**src/rtl/led_pkg.sv**
```systemverilog
// Shared constants for the countdown display: active-low 7-segment patterns,
// FSM state encoding, BCD digit width and the load-value digit clamp.
package led_pkg;

   localparam int BCD_W = 4;

   // Segment order {g,f,e,d,c,b,a}, active low
   localparam logic [6:0] SEG_0     = 7'h40;
   localparam logic [6:0] SEG_1     = 7'h79;
   localparam logic [6:0] SEG_2     = 7'h24;
   localparam logic [6:0] SEG_3     = 7'h30;
   localparam logic [6:0] SEG_4     = 7'h19;
   localparam logic [6:0] SEG_5     = 7'h12;
   localparam logic [6:0] SEG_6     = 7'h02;
   localparam logic [6:0] SEG_7     = 7'h78;
   localparam logic [6:0] SEG_8     = 7'h00;
   localparam logic [6:0] SEG_9     = 7'h10;
   localparam logic [6:0] SEG_BLANK = 7'h7F;

   typedef enum logic [1:0] {
      ST_IDLE,
      ST_RUN,
      ST_PAUSE,
      ST_DONE
   } state_e;

   function automatic logic [BCD_W-1:0] clamp_bcd(input logic [BCD_W-1:0] d);
      return (d > 4'd9) ? 4'd9 : d;
   endfunction

endpackage

```
**src/rtl/seg7_decode.sv**
```systemverilog
// Combinational BCD digit to active-low 7-segment pattern, with forced blank.
module seg7_decode
   import led_pkg::*;
(
   input  logic [BCD_W-1:0] bcd_i,
   input  logic             blank_i,
   output logic [6:0]       seg_o
);

   always_comb begin
      seg_o = SEG_BLANK;
      if (!blank_i) begin
         case (bcd_i)
            4'd0:    seg_o = SEG_0;
            4'd1:    seg_o = SEG_1;
            4'd2:    seg_o = SEG_2;
            4'd3:    seg_o = SEG_3;
            4'd4:    seg_o = SEG_4;
            4'd5:    seg_o = SEG_5;
            4'd6:    seg_o = SEG_6;
            4'd7:    seg_o = SEG_7;
            4'd8:    seg_o = SEG_8;
            4'd9:    seg_o = SEG_9;
            default: seg_o = SEG_BLANK;
         endcase
      end
   end

endmodule

```
**src/rtl/led_countdown_scan.sv**
```systemverilog
// Multi-digit BCD countdown timer with start/pause/clear and a multiplexed
// common-anode display. Define LED_LZB_EN to blank leading zeros.
module led_countdown_scan
   import led_pkg::*;
#(
   parameter int DIGITS      = 8,
   parameter int TICK_CYCLES = 100000000,
   parameter int SCAN_CYCLES = 200000
) (
   input  logic                    clk,
   input  logic                    rst_n,
   input  logic                    btn_start,
   input  logic                    btn_pause,
   input  logic                    btn_clear,
   input  logic [BCD_W*DIGITS-1:0] load_val,
   output logic [DIGITS-1:0]       led_en,
   output logic [6:0]              led_seg,
   output logic                    led_dp,
   output logic                    done
);

   localparam int CNT_W  = BCD_W * DIGITS;
   localparam int TICK_W = (TICK_CYCLES > 1) ? $clog2(TICK_CYCLES) : 1;
   localparam int SCAN_W = (SCAN_CYCLES > 1) ? $clog2(SCAN_CYCLES) : 1;
   localparam int IDX_W  = (DIGITS > 1) ? $clog2(DIGITS) : 1;

   logic              start_q, pause_q, clear_q;
   logic              start_e, pause_e, clear_e;
   state_e            state_q, state_d;
   logic [CNT_W-1:0]  count_q, count_d, count_dec, load_clamped;
   logic [TICK_W-1:0] tick_q, tick_d;
   logic              tick_wrap;
   logic              done_q;
   logic [SCAN_W-1:0] scan_q;
   logic [IDX_W-1:0]  idx_q;
   logic [DIGITS-1:0] led_en_q, en_d;
   logic [6:0]        led_seg_q, seg_d;
   logic [BCD_W-1:0]  cur_bcd;
   logic              cur_blank;

   assign start_e   = btn_start & ~start_q;
   assign pause_e   = btn_pause & ~pause_q;
   assign clear_e   = btn_clear & ~clear_q;
   assign tick_wrap = (tick_q == TICK_W'(TICK_CYCLES - 1));

   // NOTE: every always_comb output gets a default first so no latch is inferred.
   always_comb begin
      load_clamped = '0;
      for (int i = 0; i < DIGITS; i++)
         load_clamped[i*BCD_W +: BCD_W] = clamp_bcd(load_val[i*BCD_W +: BCD_W]);
   end

   // Decrement with borrow rippling from digit 0 upwards
   always_comb begin
      logic borrow;
      count_dec = count_q;
      borrow    = 1'b1;
      for (int i = 0; i < DIGITS; i++) begin
         if (borrow) begin
            if (count_q[i*BCD_W +: BCD_W] == '0) begin
               count_dec[i*BCD_W +: BCD_W] = 4'd9;
            end else begin
               count_dec[i*BCD_W +: BCD_W] = count_q[i*BCD_W +: BCD_W] - 4'd1;
               borrow = 1'b0;
            end
         end
      end
   end

   always_comb begin
      state_d = state_q;
      count_d = count_q;
      tick_d  = tick_q;
      if (clear_e) begin
         count_d = load_clamped;
         tick_d  = '0;
         state_d = ST_IDLE;
      end else begin
         case (state_q)
            ST_IDLE: begin
               if (start_e) begin
                  state_d = (count_q == '0) ? ST_DONE : ST_RUN;
                  tick_d  = '0;
               end
            end
            ST_RUN: begin
               // A coincident start edge outranks pause, so keep running
               if (pause_e && !start_e) begin
                  state_d = ST_PAUSE;
               end else if (tick_wrap) begin
                  tick_d  = '0;
                  count_d = count_dec;
                  if (count_dec == '0) state_d = ST_DONE;
               end else begin
                  tick_d = tick_q + TICK_W'(1);
               end
            end
            ST_PAUSE: begin
               if (start_e) state_d = ST_RUN;
            end
            ST_DONE: begin
               count_d = '0;
               if (start_e && load_clamped != '0) begin
                  count_d = load_clamped;
                  tick_d  = '0;
                  state_d = ST_RUN;
               end
            end
            default: state_d = ST_IDLE;
         endcase
      end
   end

   // NOTE: sequential state uses non-blocking assignments so all registers update together.
   always_ff @(posedge clk or negedge rst_n) begin
      if (!rst_n) begin
         start_q <= 1'b0;
         pause_q <= 1'b0;
         clear_q <= 1'b0;
         state_q <= ST_IDLE;
         count_q <= '0;
         tick_q  <= '0;
         done_q  <= 1'b0;
      end else begin
         start_q <= btn_start;
         pause_q <= btn_pause;
         clear_q <= btn_clear;
         state_q <= state_d;
         count_q <= count_d;
         tick_q  <= tick_d;
         done_q  <= (state_d == ST_DONE);
      end
   end

   // Digit select, enable pattern and optional leading-zero blanking
   always_comb begin
      logic upper_nz;
      cur_bcd   = '0;
      en_d      = '1;
      upper_nz  = 1'b0;
      cur_blank = 1'b0;
      for (int i = 0; i < DIGITS; i++) begin
         if (idx_q == IDX_W'(i)) begin
            cur_bcd = count_q[i*BCD_W +: BCD_W];
            en_d[i] = 1'b0;
         end
         if (IDX_W'(i) >= idx_q && count_q[i*BCD_W +: BCD_W] != '0) upper_nz = 1'b1;
      end
`ifdef LED_LZB_EN
      cur_blank = (idx_q != '0) && !upper_nz;
`else
      cur_blank = 1'b0;
`endif
   end

   seg7_decode u_seg7_decode (
      .bcd_i   (cur_bcd),
      .blank_i (cur_blank),
      .seg_o   (seg_d)
   );

   always_ff @(posedge clk or negedge rst_n) begin
      if (!rst_n) begin
         scan_q    <= '0;
         idx_q     <= '0;
         led_en_q  <= '1;
         led_seg_q <= SEG_BLANK;
      end else begin
         if (scan_q == SCAN_W'(SCAN_CYCLES - 1)) begin
            scan_q <= '0;
            idx_q  <= (idx_q == IDX_W'(DIGITS - 1)) ? '0 : idx_q + IDX_W'(1);
         end else begin
            scan_q <= scan_q + SCAN_W'(1);
         end
         led_en_q  <= en_d;
         led_seg_q <= seg_d;
      end
   end

   assign led_en  = led_en_q;
   assign led_seg = led_seg_q;
   assign led_dp  = 1'b1;
   assign done    = done_q;

endmodule

```
**config.mk**
```make
export PLATFORM = sky130hd
export DESIGN_NAME = led_countdown_scan
export DESIGN_NICKNAME = d
export VERILOG_FILES = /design/src/rtl/led_pkg.sv /design/src/rtl/seg7_decode.sv /design/src/rtl/led_countdown_scan.sv
export SDC_FILE = /design/constraint.sdc
export NUM_CORES = 1
export LEC_CHECK = 0
export BUFFER_PORTS_ARGS = -buffer_cell sky130_fd_sc_hd__buf_2
export CAP_MARGIN = 20
export CORE_UTILIZATION = 25
export CTS_BUF_LIST = sky130_fd_sc_hd__clkbuf_16
export DETAILED_ROUTE_END_ITERATION = 7
export SLEW_MARGIN = 20
export SYNTH_ARGS = -nofsm -noshare
export SYNTH_HDL_FRONTEND = slang
export SYNTH_SLANG_ARGS = --single-unit
```
**constraint.sdc**
```tcl
create_clock -name clk -period 3.2 [get_ports clk]
set_clock_uncertainty 0.1 [all_clocks]
set_input_delay 0.64 -clock clk [delete_from_list [all_inputs] [get_ports clk]]
set_output_delay 0.64 -clock clk [all_outputs]
set_load 0.03 [all_outputs]
```
==> results.md <==
* Max Slew Vio Count at 0
* Slew headroom at 0.534
* Starting DRC count in detailed routing at 537
* Critical-path cell list: ha_1, ha_1, inv_1, a2111oi_0, a222oi_1, o21ai_1, nor3_1, a311oi_1
* Cell family with most CP delay: compound AO/OA/AOI/OAI gates
* Clock buffer depth at 2
* Critical Path End Type: register
* CTS clock-pin slew for the worst setup and hold paths at 0.07 ns
* Syn Std Cell Area at 6090 µm²
* Cts repair resizes at 0
* I/O pin count at 54
* FFs w/ async S/R, synth at 1.00
* Status: completed
* Yosys reg bits at 101
* Reg2reg end: led_seg[3]$_DFF_PN1_
* Share of layout cells above drive strength 1 at 0.157
* Routed Wire Length at 17300 µm
* CP max stage delay at 0.50 ns
* Die area at 25000 µm²
* Post-route ant nets at 0
* Placed Area at 6820 µm²
* Reg2reg setup slack at 0.39 ns
* Critical path class: register to register
* PD cells at 481 nW/µm²
* Chip height at 158 µm
* Global route total overflow at 0
* Final setup vio count at 0
* Initial Util at 0.257
* Fillcell total at 2592
* Crit start category: register
* DP HPWL at 12800 µm
* Leak Pwr at 2.90 nW
* Row cnt at 56
* Syn_nets at 752
* Period minus WS final at 2.81 ns
* Crit path buffers/inverters at 1
* Vias at 5571
* Yosys top cell area share at 0.353
* CTS Buf Count at 9
* Cts hold-fix bufs at 0
* Worst path slowest cell: a2111oi_0
* Routed wire length per instance at 16.0 µm
* GP Congestion at 0.885
* Core area at 23700 µm²
* Post-DR vias/cell at 5.16
* Clk sinks at 101
* Port Buf Inserts at 52
* Vias in the first global route at 5505
* P&R area growth vs syn at 16.8%
* Clk root buf: clkbuf_16
* Top post-synthesis cells by area: dfrtp_1 35%, dfstp_2 6.5%, o21ai_0 4.4%
* Post-CTS setup buffer count at 0
* H-tree level count at 3
* WP data arrival at 2.97 ns
* Slew @ Worst Pin at 0.699 ns
* Post-synthesis sequential area ratio at 0.418
* DRC errors left at 0
* Initial antenna violation count at 1
* Fin. Hold Viols at 0
* Setup_tns at 0 ns
* Largest net degree at the start of global routing at 56
* Multi-input logic area at 3330 µm²
* Die X at 158 µm
* Reg-to-Reg Start: idx_q[1]$_DFFE_PN0N_
* Max Freq at 356 MHz
* Finished Cell Area at 7110 µm²
* Sequential cell area at 2550 µm²
* Cell count along the critical path at 8
* Synth top cells by count: 86 x dfrtp_1, 65 x nand2_1, 54 x nor2_1, 53 x o21ai_0, 46 x nor3_1
* Max_cap viols at 0
* Final Cycle Share at 0.878
* Nets at 805
* Reg2Reg Depth at 8
* First-pass GRT wire length at 28500 µm
* VDD IR max at 234 µV
* RSZ-0062 raised after global routing: no
* DRT Pass-1 Iters at 5
* ANT cells at 0
* Gr usage total at 0.146
* Main synth FF type: dfrtp_1
* Clock Latency Late Sink at 0.36 ns
* Pwr Total at 3.42 mW
* CP max FO at 10
* EDFF count, synth at 0
* Util after Layout at 0.300
* Yosys top cell by area: dfrtp_1
* Worst Hold Class: primary input to asynchronous set/reset pin
* Synth Area per Inst at 8.67 µm²
* Req. time, crit path at 3.36 ns
* Syn Inst Count at 702
* Clock tree from TritonCTS: yes
* Post-synth cell types at 66
* YS warnings at 0
* Most numerous cell in the Yosys netlist: dfrtp_1
* Cell mode on critical path: ha_1
==> flip-flops by register name, summed over array words and instances, names as in the netlist <==
name and flops:
clear_q 1, count_q 32, done 1, idx_q 3, led_en 8, led_seg 7, pause_q 1, scan_q 18
start_q 1, state_q 2, tick_q 27
==> stage by stage <==
step | cells | hold slack, ns | setup WS, ns
after floorplan | 702 | 0.244 | 0.411
after global routing | 1079 | 0.289 | 0.0206
final | 1079 | 0.235 | 0.389
after global placement | 1063 | 0.370 | 0.446
after CTS | 1079 | 0.261 | 0.425
after detailed placement | 1063 | 0.364 | 0.393
==> logic make-up (layout without fill, tap and decap cells) <==
family	after synthesis	count (layout)	share of synthesized area
AO/OA/AOI/OAI	179	179	0.194
XOR/XNOR	23	23	0.0331
adder cells (fa/ha/maj)	13	13	0.0267
buffers and inverters	56	114	0.0362
flip-flops	101	101	0.418
multiplexers	3	3	0.00514
other	1	1	0.000616
AND/OR/NAND/NOR	326	326	0.286
==> layer usage <==
metal	GRT usage	wire length [µm]	up-vias
li1	-	-	2707
met1	0.192	7930	2689
met2	0.234	8150	150
met3	0.0285	790	23
met4	0.0595	408	2
met5	0	9	-
==> worst register-to-register path, cell delays in order, from the launching register on <==
cell       delay [ns]
dfrtp_1          0.39
ha_1             0.20
ha_1             0.35
inv_1            0.14
a2111oi_0        0.50
a222oi_1         0.20
o21ai_1          0.39
nor3_1           0.16
a311oi_1         0.30
==> worst max-delay path by stage <==
| stage | startpoint | to | slack (ns) |
|---|---|---|---|
| 2_1_floorplan | idx_q[2]$_DFFE_PN0N_ | led_seg[3]$_DFF_PN1_ | 0.41 |
| 4_1_cts | idx_q[0]$_DFFE_PN0N_ | led_seg[3]$_DFF_PN1_ | 0.43 |
| 3_5_place_dp | btn_start | count_q[23]$_DFFE_PN0P_ | 0.39 |
| 3_3_place_gp | btn_start | count_q[16]$_DFFE_PN0P_ | 0.45 |
| 6_report | idx_q[1]$_DFFE_PN0N_ | led_seg[3]$_DFF_PN1_ | 0.39 |
| 5_1_grt | idx_q[1]$_DFFE_PN0N_ | led_seg[3]$_DFF_PN1_ | 0.02 |
==> layout make-up <==
type                            instances  share of cell area
Tap cell                              319              0.0561
Clock buffer                            9              0.0317
Clock inverter                          7             0.00915
Multi-Input combinational cell        545               0.468
Sequential cell                       101               0.358
Timing Repair Buffer                   74              0.0637
Inverter                               24              0.0127
==> placed cells by master, fill, tap and decap left out, types with 4 or more instances in the layout <==
master / n
nor3_1: 45
or3_1: 12
a211oi_1: 9
o41ai_1: 5
o21ai_0: 52
a21oi_1: 26
buf_4: 21
dfrtp_1: 86
nor2_1: 54
nand4_1: 13
nand2b_1: 11
nand3_1: 32
o31ai_1: 17
a31oi_1: 7
a221o_1: 4
o211ai_1: 5
clkbuf_16: 9
and4_1: 5
o211a_1: 4
a211o_1: 8
inv_1: 24
o21a_1: 9
dfstp_2: 15
buf_2: 51
nor3b_1: 5
nor2b_1: 9
and2_1: 6
ha_1: 13
and3_1: 18
nand3b_1: 10
xor2_1: 13
o22ai_1: 7
nor4_1: 18
nand2_1: 65
or4_1: 5
xnor2_1: 10
==> report_power, final <==
group / switching, mW / leakage [nW] / internal, mW
Clock: 0.542 / 0.141 / 0.549
Sequential: 0.158 / 1.29 / 1.41
Combinational: 0.465 / 1.47 / 0.290
Total: 1.17 / 2.90 / 2.25
Note: power is estimated with default switching activity, not from simulation.
